### src/rtl/spi_controller.sv
`default_nettype none
// ============================================================================
// spi_controller - SPI mode-0 initiator, LSB first: TX phase, turnaround, RX.
// Revision: 1.0
// ============================================================================
module spi_controller #(
  parameter int LENGTH_SEND     = 8,
  parameter int LENGTH_RECIEVED = 8,
  parameter int TURNAROUND      = 1,
  parameter int CLK_DIV         = 4,
  parameter int LENGTH_COUNT    = 5
) (
  input  logic                       clk,
  input  logic                       rst_internal,
  input  logic                       start,
  input  logic [LENGTH_SEND-1:0]     data_in,
  output logic                       busy,
  output logic                       done,
  output logic [LENGTH_RECIEVED-1:0] data_out,
  output logic                       SCK,
  output logic                       CS,
  output logic                       COPI,
  input  logic                       CIPO
);

  localparam int DIV_W = (CLK_DIV > 1) ? $clog2(CLK_DIV) : 1;
  localparam logic [DIV_W-1:0] DIV_LAST = DIV_W'(CLK_DIV - 1);
  localparam logic [LENGTH_COUNT-1:0] CNT_SEND     = LENGTH_COUNT'(LENGTH_SEND);
  localparam logic [LENGTH_COUNT-1:0] CNT_RX_START = LENGTH_COUNT'(LENGTH_SEND + TURNAROUND);
  localparam logic [LENGTH_COUNT-1:0] CNT_TOTAL    =
    LENGTH_COUNT'(LENGTH_SEND + TURNAROUND + LENGTH_RECIEVED);

  localparam logic [2:0] S_IDLE     = 3'd0;
  localparam logic [2:0] S_SETUP    = 3'd1;
  localparam logic [2:0] S_TRANSFER = 3'd2;
  localparam logic [2:0] S_HOLD     = 3'd3;
  localparam logic [2:0] S_GAP      = 3'd4;

  logic [2:0]                 state_q, state_d;
  logic [DIV_W-1:0]           div_cnt_q, div_cnt_d;
  logic [LENGTH_COUNT-1:0]    edge_cnt_q, edge_cnt_d;
  logic [LENGTH_SEND-1:0]     tx_shift_q, tx_shift_d;
  logic [LENGTH_RECIEVED-1:0] rx_shift_q, rx_shift_d;
  logic [LENGTH_RECIEVED-1:0] data_out_q, data_out_d;
  logic                       sck_q, sck_d;
  logic                       cs_q, cs_d;
  logic                       copi_q, copi_d;
  logic                       busy_q, busy_d;
  logic                       done_q, done_d;
  logic                       gap_half_q, gap_half_d;

  logic                       w_event;
  logic [LENGTH_SEND-1:0]     w_tx_next;
  logic [LENGTH_RECIEVED:0]   w_rx_cat;

  assign w_event   = (state_q != S_IDLE) && (div_cnt_q == DIV_LAST);
  // Shifting before picking bit 0 keeps this valid even for a 1-bit TX word.
  assign w_tx_next = tx_shift_q >> 1;
  assign w_rx_cat  = {CIPO, rx_shift_q};

  always_comb begin
    state_d    = state_q;
    edge_cnt_d = edge_cnt_q;
    tx_shift_d = tx_shift_q;
    rx_shift_d = rx_shift_q;
    data_out_d = data_out_q;
    sck_d      = sck_q;
    cs_d       = cs_q;
    copi_d     = copi_q;
    busy_d     = busy_q;
    done_d     = 1'b0;
    gap_half_d = gap_half_q;
    div_cnt_d  = (state_q == S_IDLE || w_event) ? '0 : div_cnt_q + DIV_W'(1);

    case (state_q)
      S_IDLE: begin
        sck_d = 1'b0;
        cs_d  = 1'b1;
        if (start) begin
          tx_shift_d = data_in;
          cs_d       = 1'b0;
          copi_d     = data_in[0];
          busy_d     = 1'b1;
          edge_cnt_d = '0;
          state_d    = S_SETUP;
        end
      end
      S_SETUP: begin
        if (w_event) begin
          sck_d      = 1'b1;
          edge_cnt_d = LENGTH_COUNT'(1);
          state_d    = S_TRANSFER;
        end
      end
      S_TRANSFER: begin
        if (w_event) begin
          if (!sck_q) begin
            sck_d      = 1'b1;
            edge_cnt_d = edge_cnt_q + LENGTH_COUNT'(1);
            // Capture on rising edges LENGTH_SEND+TURNAROUND+1 .. TOTAL.
            if (edge_cnt_q >= CNT_RX_START) begin
              rx_shift_d = w_rx_cat[LENGTH_RECIEVED:1];
            end
          end else begin
            sck_d      = 1'b0;
            tx_shift_d = w_tx_next;
            copi_d     = (edge_cnt_q < CNT_SEND) ? w_tx_next[0] : 1'b0;
            if (edge_cnt_q == CNT_TOTAL) begin
              state_d = S_HOLD;
            end
          end
        end
      end
      S_HOLD: begin
        if (w_event) begin
          cs_d       = 1'b1;
          data_out_d = rx_shift_q;
          done_d     = 1'b1;
          gap_half_d = 1'b0;
          state_d    = S_GAP;
        end
      end
      S_GAP: begin
        // Two divider periods of CS high so the peripheral can reset its state.
        if (w_event) begin
          if (gap_half_q) begin
            gap_half_d = 1'b0;
            busy_d     = 1'b0;
            state_d    = S_IDLE;
          end else begin
            gap_half_d = 1'b1;
          end
        end
      end
      default: begin
        state_d = S_IDLE;
        sck_d   = 1'b0;
        cs_d    = 1'b1;
        copi_d  = 1'b0;
        busy_d  = 1'b0;
      end
    endcase
  end

  always_ff @(posedge clk or negedge rst_internal) begin
    if (!rst_internal) begin
      state_q    <= S_IDLE;
      div_cnt_q  <= '0;
      edge_cnt_q <= '0;
      tx_shift_q <= '0;
      rx_shift_q <= '0;
      data_out_q <= '0;
      sck_q      <= 1'b0;
      cs_q       <= 1'b1;
      copi_q     <= 1'b0;
      busy_q     <= 1'b0;
      done_q     <= 1'b0;
      gap_half_q <= 1'b0;
    end else begin
      state_q    <= state_d;
      div_cnt_q  <= div_cnt_d;
      edge_cnt_q <= edge_cnt_d;
      tx_shift_q <= tx_shift_d;
      rx_shift_q <= rx_shift_d;
      data_out_q <= data_out_d;
      sck_q      <= sck_d;
      cs_q       <= cs_d;
      copi_q     <= copi_d;
      busy_q     <= busy_d;
      done_q     <= done_d;
      gap_half_q <= gap_half_d;
    end
  end

  assign busy     = busy_q;
  assign done     = done_q;
  assign data_out = data_out_q;
  assign SCK      = sck_q;
  assign CS       = cs_q;
  assign COPI     = copi_q;

endmodule
`default_nettype wire

### config.mk
export PLATFORM = sky130hd
export DESIGN_NAME = spi_controller
export DESIGN_NICKNAME = d
export VERILOG_FILES = /design/src/rtl/spi_controller.sv
export SDC_FILE = /design/constraint.sdc
export NUM_CORES = 1
export LEC_CHECK = 0
export CORE_MARGIN = 1.5
export CORE_UTILIZATION = 25
export DETAILED_ROUTE_END_ITERATION = 8
export PLACE_DENSITY_LB_ADDON = 0.3
export SLEW_MARGIN = 20
export SYNTH_ARGS = -nofsm -noshare
export SYNTH_HDL_FRONTEND = slang
export SYNTH_SLANG_ARGS = --single-unit
### constraint.sdc
create_clock -name clk -period 3.4 [get_ports clk]
set_input_delay 1.02 -clock clk [delete_from_list [all_inputs] [get_ports clk]]
set_output_delay 1.02 -clock clk [all_outputs]
set_load 0.005 [all_outputs]
; Word level (Yosys, flattened, before mapping)
; Index checks and enable logic that the tools add are counted.
[word_totals]
wordCells = 97
inputBits = 12
output_inout_bits = 13
ff_bits = 40
[classes]
order_cmp = 2
addsub = 2
eq_ne = 15
bitwise = 5
reduce_logical = 21
n_mux = 40
[op_table]
columns = cell, count
row1 = 3-bit 2-to-1 mux, 8
row2 = 8-bit 2-to-1 mux, 3
row3 = 5-bit 2-to-1 mux, 4
row4 = "2-bit != test, second input constant", 9
row5 = 1-bit 2-to-1 mux, 16
row6 = 8-bit one-hot mux with 2 select lines, 1
row7 = 4-bit AND reduction, 4
row8 = 3-bit one-hot mux with 5 select lines, 1
row9 = 5-bit one-hot mux with 3 select lines, 1
row10 = 1-bit one-hot mux with 3 select lines, 4
row11 = 3-bit OR reduction, 3
row12 = 8-bit AND reduction, 1
row13 = "3-bit by 2-bit == test with 1-bit output, second input constant", 2
row14 = 3-bit AND reduction, 2
row15 = 3-bit nonzero test, 2
row16 = "5-bit by 1-bit adder with 5-bit output, second input constant", 1
row17 = "5-bit == test, second input constant", 1
row18 = "5-bit by 4-bit >= comparator with 1-bit output, second input constant", 1
row19 = "5-bit by 4-bit less-than comparator with 1-bit output, second input constant", 1
row20 = 1-bit inverter, 5
row21 = 5-bit AND reduction, 1
row22 = 2-bit AND reduction, 2
row23 = 2-bit nonzero test, 2
row24 = "3-bit by 1-bit == test with 1-bit output, second input constant", 1
row25 = other kinds (9), 9

; Logic depth before layout (Yosys ltp)
; Gate-level depths: netlist of run 1.
[depth]
ltp_word = 5
ltp_mapped = 6
mapped_depth_nobuf = 6

; Worst setup path before layout of run 1
; Ideal clock, no wire load.
[synth_path]
path_kind = input to register
startpoint = input start
endpoint = register tx_shift_q[4]
cell_stages = 4
n_path_buf = 1
path_slack_ps = 1528
required_time_ps = 3272
setup_ps = 128
t_arrival_ps = 1745
cell_sequence = nor2b_1 > o21ai_0 > buf_2 > o21ai_0
[synth_between]
elab_chain_cells = 2
[synth_lines]
columns = item, line_no
row1 = "start, declared", 15  ; input logic start,
row2 = 2-bit != test (no source line), --
row3 = 4-bit AND reduction (no source line), --
row4 = "end signal, assigned", 163  ; tx_shift_q <= tx_shift_d;
row5 = "end, declared", 42  ; logic [LENGTH_SEND-1:0] tx_shift_q, tx_shift_d;
; No other way between the ends.
; A chain may end at the register's enable or synchronous reset.

; Final worst setup path of run 1
[layout_path]
startpoint = register sck_q, in the netlist SCK
endpoint = output SCK
[layout_rtl]
columns = item, line_no
row1 = "start, declared", 45  ; logic sck_q, sck_d;
row2 = "start signal, assigned", 166  ; sck_q <= sck_d;
row3 = "end, declared", 20  ; output logic SCK,
; No word-level cell between the ends.

==> results of run 1 <==
-- power by group --
part / internal, W / switching (W) / leakage (nW)
Sequential: 0.000584 / 0.000170 / 0.516
Clock: 0.000238 / 0.000161 / 0.0612
Combinational: 0.000274 / 0.000242 / 0.431
Total: 0.00110 / 0.000573 / 1.01
-- state kept, by name, summed over array words and instances (netlist names) --
register and count:
data_out 8, rx_shift_q 8, tx_shift_q 7, edge_cnt_q 5
state_q 3, div_cnt_q 2, COPI 1, CS 1
SCK 1, busy 1, done 1, gap_half_q 1
-- how the worst min path moves through the flow --
| stage | start | endpoint | cells after the start |
|---|---|---|---|
| floorplan | div_cnt_q[0] | div_cnt_q[0] | 1 |
| global placement | div_cnt_q[0] | div_cnt_q[0] | 1 |
| detailed placement | div_cnt_q[0] | div_cnt_q[0] | 1 |
| CTS | div_cnt_q[0] | div_cnt_q[0] | 1 |
| global route | div_cnt_q[0] | div_cnt_q[0] | 1 |
| finish | div_cnt_q[0] | div_cnt_q[0] | 1 |
-- cells in the mapped netlist, types with 2 or more instances --
| library cell | number | area share, % |
|---|---|---|
| inv_1 | 4 | 0.78 |
| a31oi_1 | 4 | 1.3 |
| nor3_1 | 6 | 1.6 |
| mux2i_1 | 9 | 4.7 |
| a211oi_1 | 2 | 0.78 |
| nand4b_1 | 2 | 0.91 |
| buf_2 | 4 | 1.0 |
| nor2b_1 | 3 | 0.98 |
| a21oi_1 | 5 | 1.3 |
| clkbuf_1 | 4 | 0.78 |
| o31ai_1 | 2 | 0.78 |
| nor2_1 | 11 | 2.2 |
| nand2_1 | 16 | 3.1 |
| dfrtp_1 | 38 | 50 |
| o21ai_0 | 11 | 2.9 |
| nor3b_1 | 4 | 1.6 |
| nand3_1 | 5 | 1.3 |
| ha_1 | 3 | 2.0 |
| mux2_4 | 8 | 6.3 |
| nand2b_1 | 4 | 1.3 |
| mux2_2 | 9 | 5.3 |
-- metal layers --
layer / wire length [µm] / part of all wire, % / GRT usage (%) / vias up
met5: 0 / 0 / 0 / -
met4: 0 / 0 / 1.98 / 0
met3: 132 / 3.6 / 2.69 / 0
met2: 1630 / 44 / 14.5 / 20
met1: 1920 / 52 / 13.5 / 638
li1: - / - / - / 653
-- logic make-up after synthesis --
group / after synthesis
AND/OR/NAND/NOR: 57
flip-flops: 39
AO/OA/AOI/OAI: 30
multiplexers: 26
buffers and inverters: 13
adder cells (fa/ha/maj): 3
XOR/XNOR: 1
-- metrics by stage --
stage          setup slack (ps)  cells
2_1_floorplan              1530    169
3_3_place_gp                801    285
3_5_place_dp                731    285
4_1_cts                     807    293
5_1_grt                     749    293
6_report                    831    293
-- final cells by class --
| cell class | count | area, µm² | area share (%) |
|---|---|---|---|
| Clock buffer | 6 | 82.6 | 3.50 |
| Sequential cell | 39 | 977 | 41.4 |
| Tap cell | 99 | 124 | 5.24 |
| Multi-Input combinational cell | 117 | 878 | 37.2 |
| Inverter | 4 | 15.0 | 0.636 |
| Timing Repair Buffer | 26 | 250 | 10.6 |
| Clock inverter | 2 | 35.0 | 1.48 |
==> out/metrics.json, run 1 <==
{
  "status": {"value": "finished clean"},
  "routed_wl": {"value": 3680, "unit": "µm"},
  "sink_count_of_the_clock_tree": {"value": 39},
  "tritoncts": {"value": "yes"},
  "timing.critical_path.required": {"value": 2380, "unit": "ps"},
  "port_buffers": {"value": 24},
  "yosys_most_used_dff": {"value": "dfrtp_1"},
  "fmax": {"value": 0.389, "unit": "GHz"},
  "synthesized_flop_and_latch_total": {"value": 39},
  "n_antenna_cell": {"value": 0},
  "gp_congestion": {"value": 0.718},
  "seq_area_frac_synth": {"value": 51.0, "unit": "%"},
  "synth.cell_area": {"value": 0.00192, "unit": "mm²"},
  "route.detailed.vias_per_inst": {"value": 4.47},
  "timing.critical_path.cells": {"value": "clkdlybuf4s50_1"},
  "syn_avg_cell_area": {"value": 11.3, "unit": "µm²"},
  "synth_cells": {"value": 169},
  "htree_depth": {"value": 2},
  "grt.overflow.total": {"value": 0},
  "report.power.total": {"value": 0.00167, "unit": "W"},
  "power_leakage": {"value": 1.01, "unit": "nW"},
  "cts_resized": {"value": 0},
  "critPathCapture": {"value": "SCK"},
  "rr_worst_depth": {"value": 4},
  "post_synthesis_async_set_or_reset_flop_share": {"value": 100, "unit": "%"},
  "cts-buffers-inserted": {"value": 5},
  "count_of_buffers_added_by_post_cts_timing_repair_for_setup": {"value": 0},
  "cts_buffer_depth": {"value": 2},
  "finalNetCount": {"value": 208},
  "final_area": {"value": 0.00236, "unit": "mm²"},
  "synth-compound-area-share": {"value": 10.1, "unit": "%"},
  "worst_r2r_endpoint": {"value": "rx_shift_q[7]"},
  "finalHoldViolCount": {"value": 0},
  "start_kind": {"value": "flop"},
  "fillCellCount": {"value": 755},
  "rr_startpoint": {"value": "div_cnt_q[0]"},
  "floorplan.io_pins": {"value": 25},
  "worst_skew_pair.late_latency": {"value": 280, "unit": "ps"},
  "least_margin_pin_slew": {"value": 876, "unit": "ps"},
  "worst-path-stages": {"value": 1},
  "setup.worst_path.start": {"value": "SCK"},
  "post-route-period-util": {"value": 75.6, "unit": "%"},
  "crit_buf_inv": {"value": 1},
  "path_class": {"value": "flop to output port"},
  "grt_pass1_vias": {"value": 1294},
  "detail_route.iter0.violations": {"value": 65},
  "max-slew-margin-rel": {"value": 41.6, "unit": "%"},
  "drtAntennaViolNets": {"value": 0},
  "yosysWarningCount": {"value": 0},
  "drt-wirelength-per-cell": {"value": 12.6, "unit": "µm"},
  "post_synth_fa_ha_maj_area_fraction": {"value": 1.96, "unit": "%"},
  "drive_gt1_share": {"value": 17.5, "unit": "%"},
  "synth_edf_count": {"value": 0},
  "starting_density": {"value": 26.1, "unit": "%"},
  "track_usage": {"value": 9.56, "unit": "%"},
  "floorplan.rows": {"value": 31},
  "synth_top_family_by_area": {"value": "simple AND/OR/NAND/NOR gates"},
  "cts_root_cell": {"value": "clkbuf_8"},
  "power.density_cell_area": {"value": 706, "unit": "mW/mm²"},
  "grt_pass1_wl": {"value": 6370, "unit": "µm"},
  "worst_path_max_delay_cell": {"value": "dfrtp_1"},
  "synthToLayoutAreaGrowth": {"value": 23.2, "unit": "%"},
  "cp_top_family": {"value": "flip-flops"},
  "detailroute.via_count": {"value": 1311},
  "worstPathMaxFanout": {"value": 14},
  "r2r_slack": {"value": 1300, "unit": "ps"},
  "dpl-instance-area": {"value": 0.00224, "unit": "mm²"},
  "synthDistinctLibCells": {"value": 36},
  "layout_common_cells": {"value": "dfrtp_1, clkdlybuf4s50_1, nand2_1, nor2_1, o21ai_0"},
  "final_core_utilization": {"value": 32.2, "unit": "%"},
  "antenna_found_initial": {"value": 0},
  "die-area": {"value": 0.00820, "unit": "mm²"},
  "synth.mux.area_fraction": {"value": 16.3, "unit": "%"},
  "report.final.setup_viol": {"value": 0},
  "crit_arrival": {"value": 1550, "unit": "ps"},
  "drt_drc_violations_left": {"value": 0},
  "hold_path.class": {"value": "flop to flop"},
  "maximum_number_of_pins_on_one_net_before_global_route_repair": {"value": 40},
  "place_hpwl": {"value": 2490, "unit": "µm"},
  "finalCriticalPeriod": {"value": 2570, "unit": "ps"},
  "chipHeight": {"value": 90.6, "unit": "µm"},
  "critPathCaptureType": {"value": "output port"},
  "totalNegativeSetupSlack": {"value": 0, "unit": "ps"},
  "number_of_search_and_repair_iterations_in_the_first_detailed_routing_pass": {"value": 4},
  "count_of_maximum_capacitance_violations": {"value": 0},
  "yosys.area_share.simple": {"value": 17.1, "unit": "%"},
  "final_max_slew_viol_count": {"value": 0},
  "critPathMaxStageDelay": {"value": 660, "unit": "ps"},
  "syn-num-nets": {"value": 184},
  "post_synth_xor_area_fraction": {"value": 0.457, "unit": "%"},
  "placeableCoreArea": {"value": 0.00733, "unit": "mm²"},
  "finClkSkew": {"value": 8.84, "unit": "ps"},
  "setup_repair_after_global_routing_missed_its_margin": {"value": "false"},
  "max-vdd-ir-drop": {"value": 0.256, "unit": "mV"},
  "worst_setup_hold_path_clk_slew": {"value": 80, "unit": "ps"},
  "final.hold.worst_slack": {"value": 455, "unit": "ps"},
  "mostFrequentLayoutCell": {"value": "dfrtp_1"},
  "cts_hold_buffers": {"value": 0},
  "die_x_extent": {"value": 90.6, "unit": "µm"}
}
Power figures use the tool's default switching activity.
==> inputs of run 2 (changes only) <==
Clock period 3.4 ns to 2.3 ns, I/O delays scaled along.
==> out/metrics.json, run 2 (same netlist as run 1, synthesis figures left out) <==
{
  "status": {"value": "finished clean"},
  "power.density_cell_area": {"value": 1050, "unit": "mW/mm²", "change": "+48%"},
  "cts-buffers-inserted": {"value": 5, "change": "unchanged"},
  "synthToLayoutAreaGrowth": {"value": 26.8, "unit": "%"},
  "antenna_found_initial": {"value": 0, "change": "unchanged"},
  "combinationalPowerShare": {"value": 35.4, "unit": "%", "change": "+4.5 points"},
  "die_x_extent": {"value": 90.6, "unit": "µm", "change": "unchanged"},
  "floorplan.rows": {"value": 31, "change": "unchanged"},
  "grt.overflow.total": {"value": 0, "change": "unchanged"},
  "worst_setup_hold_path_clk_slew": {"value": 80, "unit": "ps", "change": "about the same"},
  "cts_buffer_depth": {"value": 2, "change": "unchanged"},
  "crit_buf_inv": {"value": 1, "change": "unchanged"},
  "count_of_buffers_added_by_post_cts_timing_repair_for_setup": {"value": 0, "change": "unchanged"},
  "chipHeight": {"value": 90.6, "unit": "µm", "change": "unchanged"},
  "max-vdd-ir-drop": {"value": 0.439, "unit": "mV", "change": "+72%"},
  "drt_drc_violations_left": {"value": 0, "change": "unchanged"},
  "path_class": {"value": "flop to output port"},
  "cts_hold_buffers": {"value": 0, "change": "unchanged"},
  "grt_pass1_wl": {"value": 6390, "unit": "µm", "change": "+0.33%"},
  "p_sw_share": {"value": 33.9, "unit": "%", "change": "-0.45 points"},
  "placeableCoreArea": {"value": 0.00733, "unit": "mm²", "change": "unchanged"},
  "p_int": {"value": 0.00168, "unit": "W", "change": "+54%"},
  "least_margin_pin_slew": {"value": 515, "unit": "ps", "change": "-362 ps"},
  "cts_root_cell": {"value": "clkbuf_8"},
  "number_of_search_and_repair_iterations_in_the_first_detailed_routing_pass": {"value": 4, "change": "unchanged"},
  "max-slew-margin-rel": {"value": 65.7, "unit": "%", "change": "+24 points"},
  "starting_density": {"value": 26.1, "unit": "%", "change": "unchanged"},
  "layout_setup_ws": {"value": 288, "unit": "ps", "change": "-543 ps"},
  "placement.setup.worst_slack": {"value": 216, "unit": "ps", "change": "-516 ps"},
  "finalCriticalPeriod": {"value": 2010, "unit": "ps"},
  "detail_route.iter0.violations": {"value": 67, "change": "+3.1%"},
  "port_buffers": {"value": 24, "change": "unchanged"},
  "route.detailed.vias_per_inst": {"value": 4.41, "change": "-1.4%"},
  "r2r_slack": {"value": 320, "unit": "ps", "change": "-980 ps"},
  "worst_r2r_endpoint": {"value": "rx_shift_q[0]"},
  "detailroute.via_count": {"value": 1333, "change": "+1.7%"},
  "critPathCaptureType": {"value": "output port"},
  "sink_count_of_the_clock_tree": {"value": 39, "change": "unchanged"},
  "worst_skew_pair.late_latency": {"value": 290, "unit": "ps", "change": "about the same"},
  "report.final.setup_viol": {"value": 0, "change": "unchanged"},
  "setup_repair_after_global_routing_missed_its_margin": {"value": "false"},
  "grt_pass1_vias": {"value": 1320, "change": "+2.0%"},
  "final.hold.worst_slack": {"value": 446, "unit": "ps", "change": "-8.72 ps"},
  "clock_power_share": {"value": 23.0, "unit": "%", "change": "-0.9 points"},
  "worst_path_max_delay_cell": {"value": "dfstp_2"},
  "worstPathMaxFanout": {"value": 3, "change": "-11"},
  "floorplan.io_pins": {"value": 25, "change": "unchanged"},
  "start_kind": {"value": "flop"},
  "hold_path.class": {"value": "input pin to async pin"},
  "drt-wirelength-per-cell": {"value": 12.2, "unit": "µm", "change": "-2.5%"},
  "post-route-period-util": {"value": 87.5, "unit": "%"},
  "fmax": {"value": 0.497, "unit": "GHz"},
  "setup.worst_path.start": {"value": "CS"},
  "tritoncts": {"value": "yes"},
  "finalNetCount": {"value": 217, "change": "+4.3%"},
  "finalHoldViolCount": {"value": 0, "change": "unchanged"},
  "place_hpwl": {"value": 2560, "unit": "µm", "change": "+2.8%"},
  "die-area": {"value": 0.00820, "unit": "mm²", "change": "unchanged"},
  "drtAntennaViolNets": {"value": 0, "change": "unchanged"},
  "timing.critical_path.cells": {"value": "clkdlybuf4s50_1"},
  "totalNegativeSetupSlack": {"value": 0, "unit": "ps", "change": "unchanged"},
  "gp_congestion": {"value": 0.730, "change": "+1.7%"},
  "critPathMaxStageDelay": {"value": 540, "unit": "ps", "change": "-120 ps"},
  "rr_startpoint": {"value": "edge_cnt_q[0]"},
  "power.switching": {"value": 0.000863, "unit": "W", "change": "+51%"},
  "rr_worst_depth": {"value": 6, "change": "+2"},
  "maximum_number_of_pins_on_one_net_before_global_route_repair": {"value": 40, "change": "unchanged"},
  "layout_common_cells": {"value": "dfrtp_1, clkdlybuf4s50_1, nand2_1"},
  "n_antenna_cell": {"value": 0, "change": "unchanged"},
  "crit_arrival": {"value": 1320, "unit": "ps", "change": "-230 ps"},
  "routed_wl": {"value": 3700, "unit": "µm", "change": "+0.49%"},
  "cts_resized": {"value": 0, "change": "unchanged"},
  "power_leakage": {"value": 1.05, "unit": "nW", "change": "+4.6%"},
  "seq_power_share": {"value": 41.6, "unit": "%", "change": "-3.6 points"},
  "final_max_slew_viol_count": {"value": 0, "change": "unchanged"},
  "timing.critical_path.required": {"value": 1610, "unit": "ps", "change": "-770 ps"},
  "drive_gt1_share": {"value": 21.2, "unit": "%", "change": "+3.7 points"},
  "cp_top_family": {"value": "flip-flops"},
  "track_usage": {"value": 9.52, "unit": "%", "change": "-0.049 points"},
  "mostFrequentLayoutCell": {"value": "dfrtp_1"},
  "finClkSkew": {"value": 10.7, "unit": "ps", "change": "+1.90 ps"},
  "htree_depth": {"value": 2, "change": "unchanged"},
  "count_of_maximum_capacitance_violations": {"value": 0, "change": "unchanged"}
}
[run 2: cell count changes in the layout (fill, tap and decap cells not counted)]
cell and delta:
buf_4 +9
[run 2: cell type report]
type | instances | area (µm²)
Tap cell | 99 | 124
Sequential cell | 39 | 977
Timing Repair Buffer | 35 | 318
Fill cell | 725 | 4900
Clock inverter | 2 | 35.0
Inverter | 4 | 15.0
Multi-Input combinational cell | 117 | 878
Clock buffer | 6 | 82.6
[run 2: power by group through the flow]
stage                     sequential (W)  combinational, W  clock, W
after global placement           0.00107          0.000907         0
after global routing             0.00109           0.00101  0.000640
final                            0.00106          0.000902  0.000586
after detailed placement         0.00107          0.000913         0
after floorplan                 0.000991          0.000676         0
after CTS                        0.00106          0.000917  0.000611
[run 2: worst max-delay path by stage]
stage / endpoint / slack [ps] / cells past startpoint
after floorplan: rx_shift_q[0] / 550 / 5
after global placement: COPI / 260 / 5
after detailed placement: COPI / 220 / 5
after CTS: CS / 260 / 1
after global routing: CS / 240 / 1
final: CS / 290 / 1
[run 2: layer usage]
metal | up-vias | global-route usage [%] | routed length, µm
met4 | 0 | 1.59 | 0
met5 | - | 0 | 0
met2 | 24 | 14.8 | 1640
met3 | 0 | 2.86 | 165
met1 | 642 | 13.1 | 1890
li1 | 667 | - | -
[run 2: per-stage QoR]
step	total power [W]	area, µm²	std cells	utilization (%)
4_1_cts	0.00259	2430	302	33.1
6_report	0.00255	2430	302	33.1
5_1_grt	0.00274	2430	302	33.1
2_1_floorplan	0.00167	1920	169	-
3_3_place_gp	0.00198	2310	294	31.5
3_5_place_dp	0.00199	2310	294	31.5
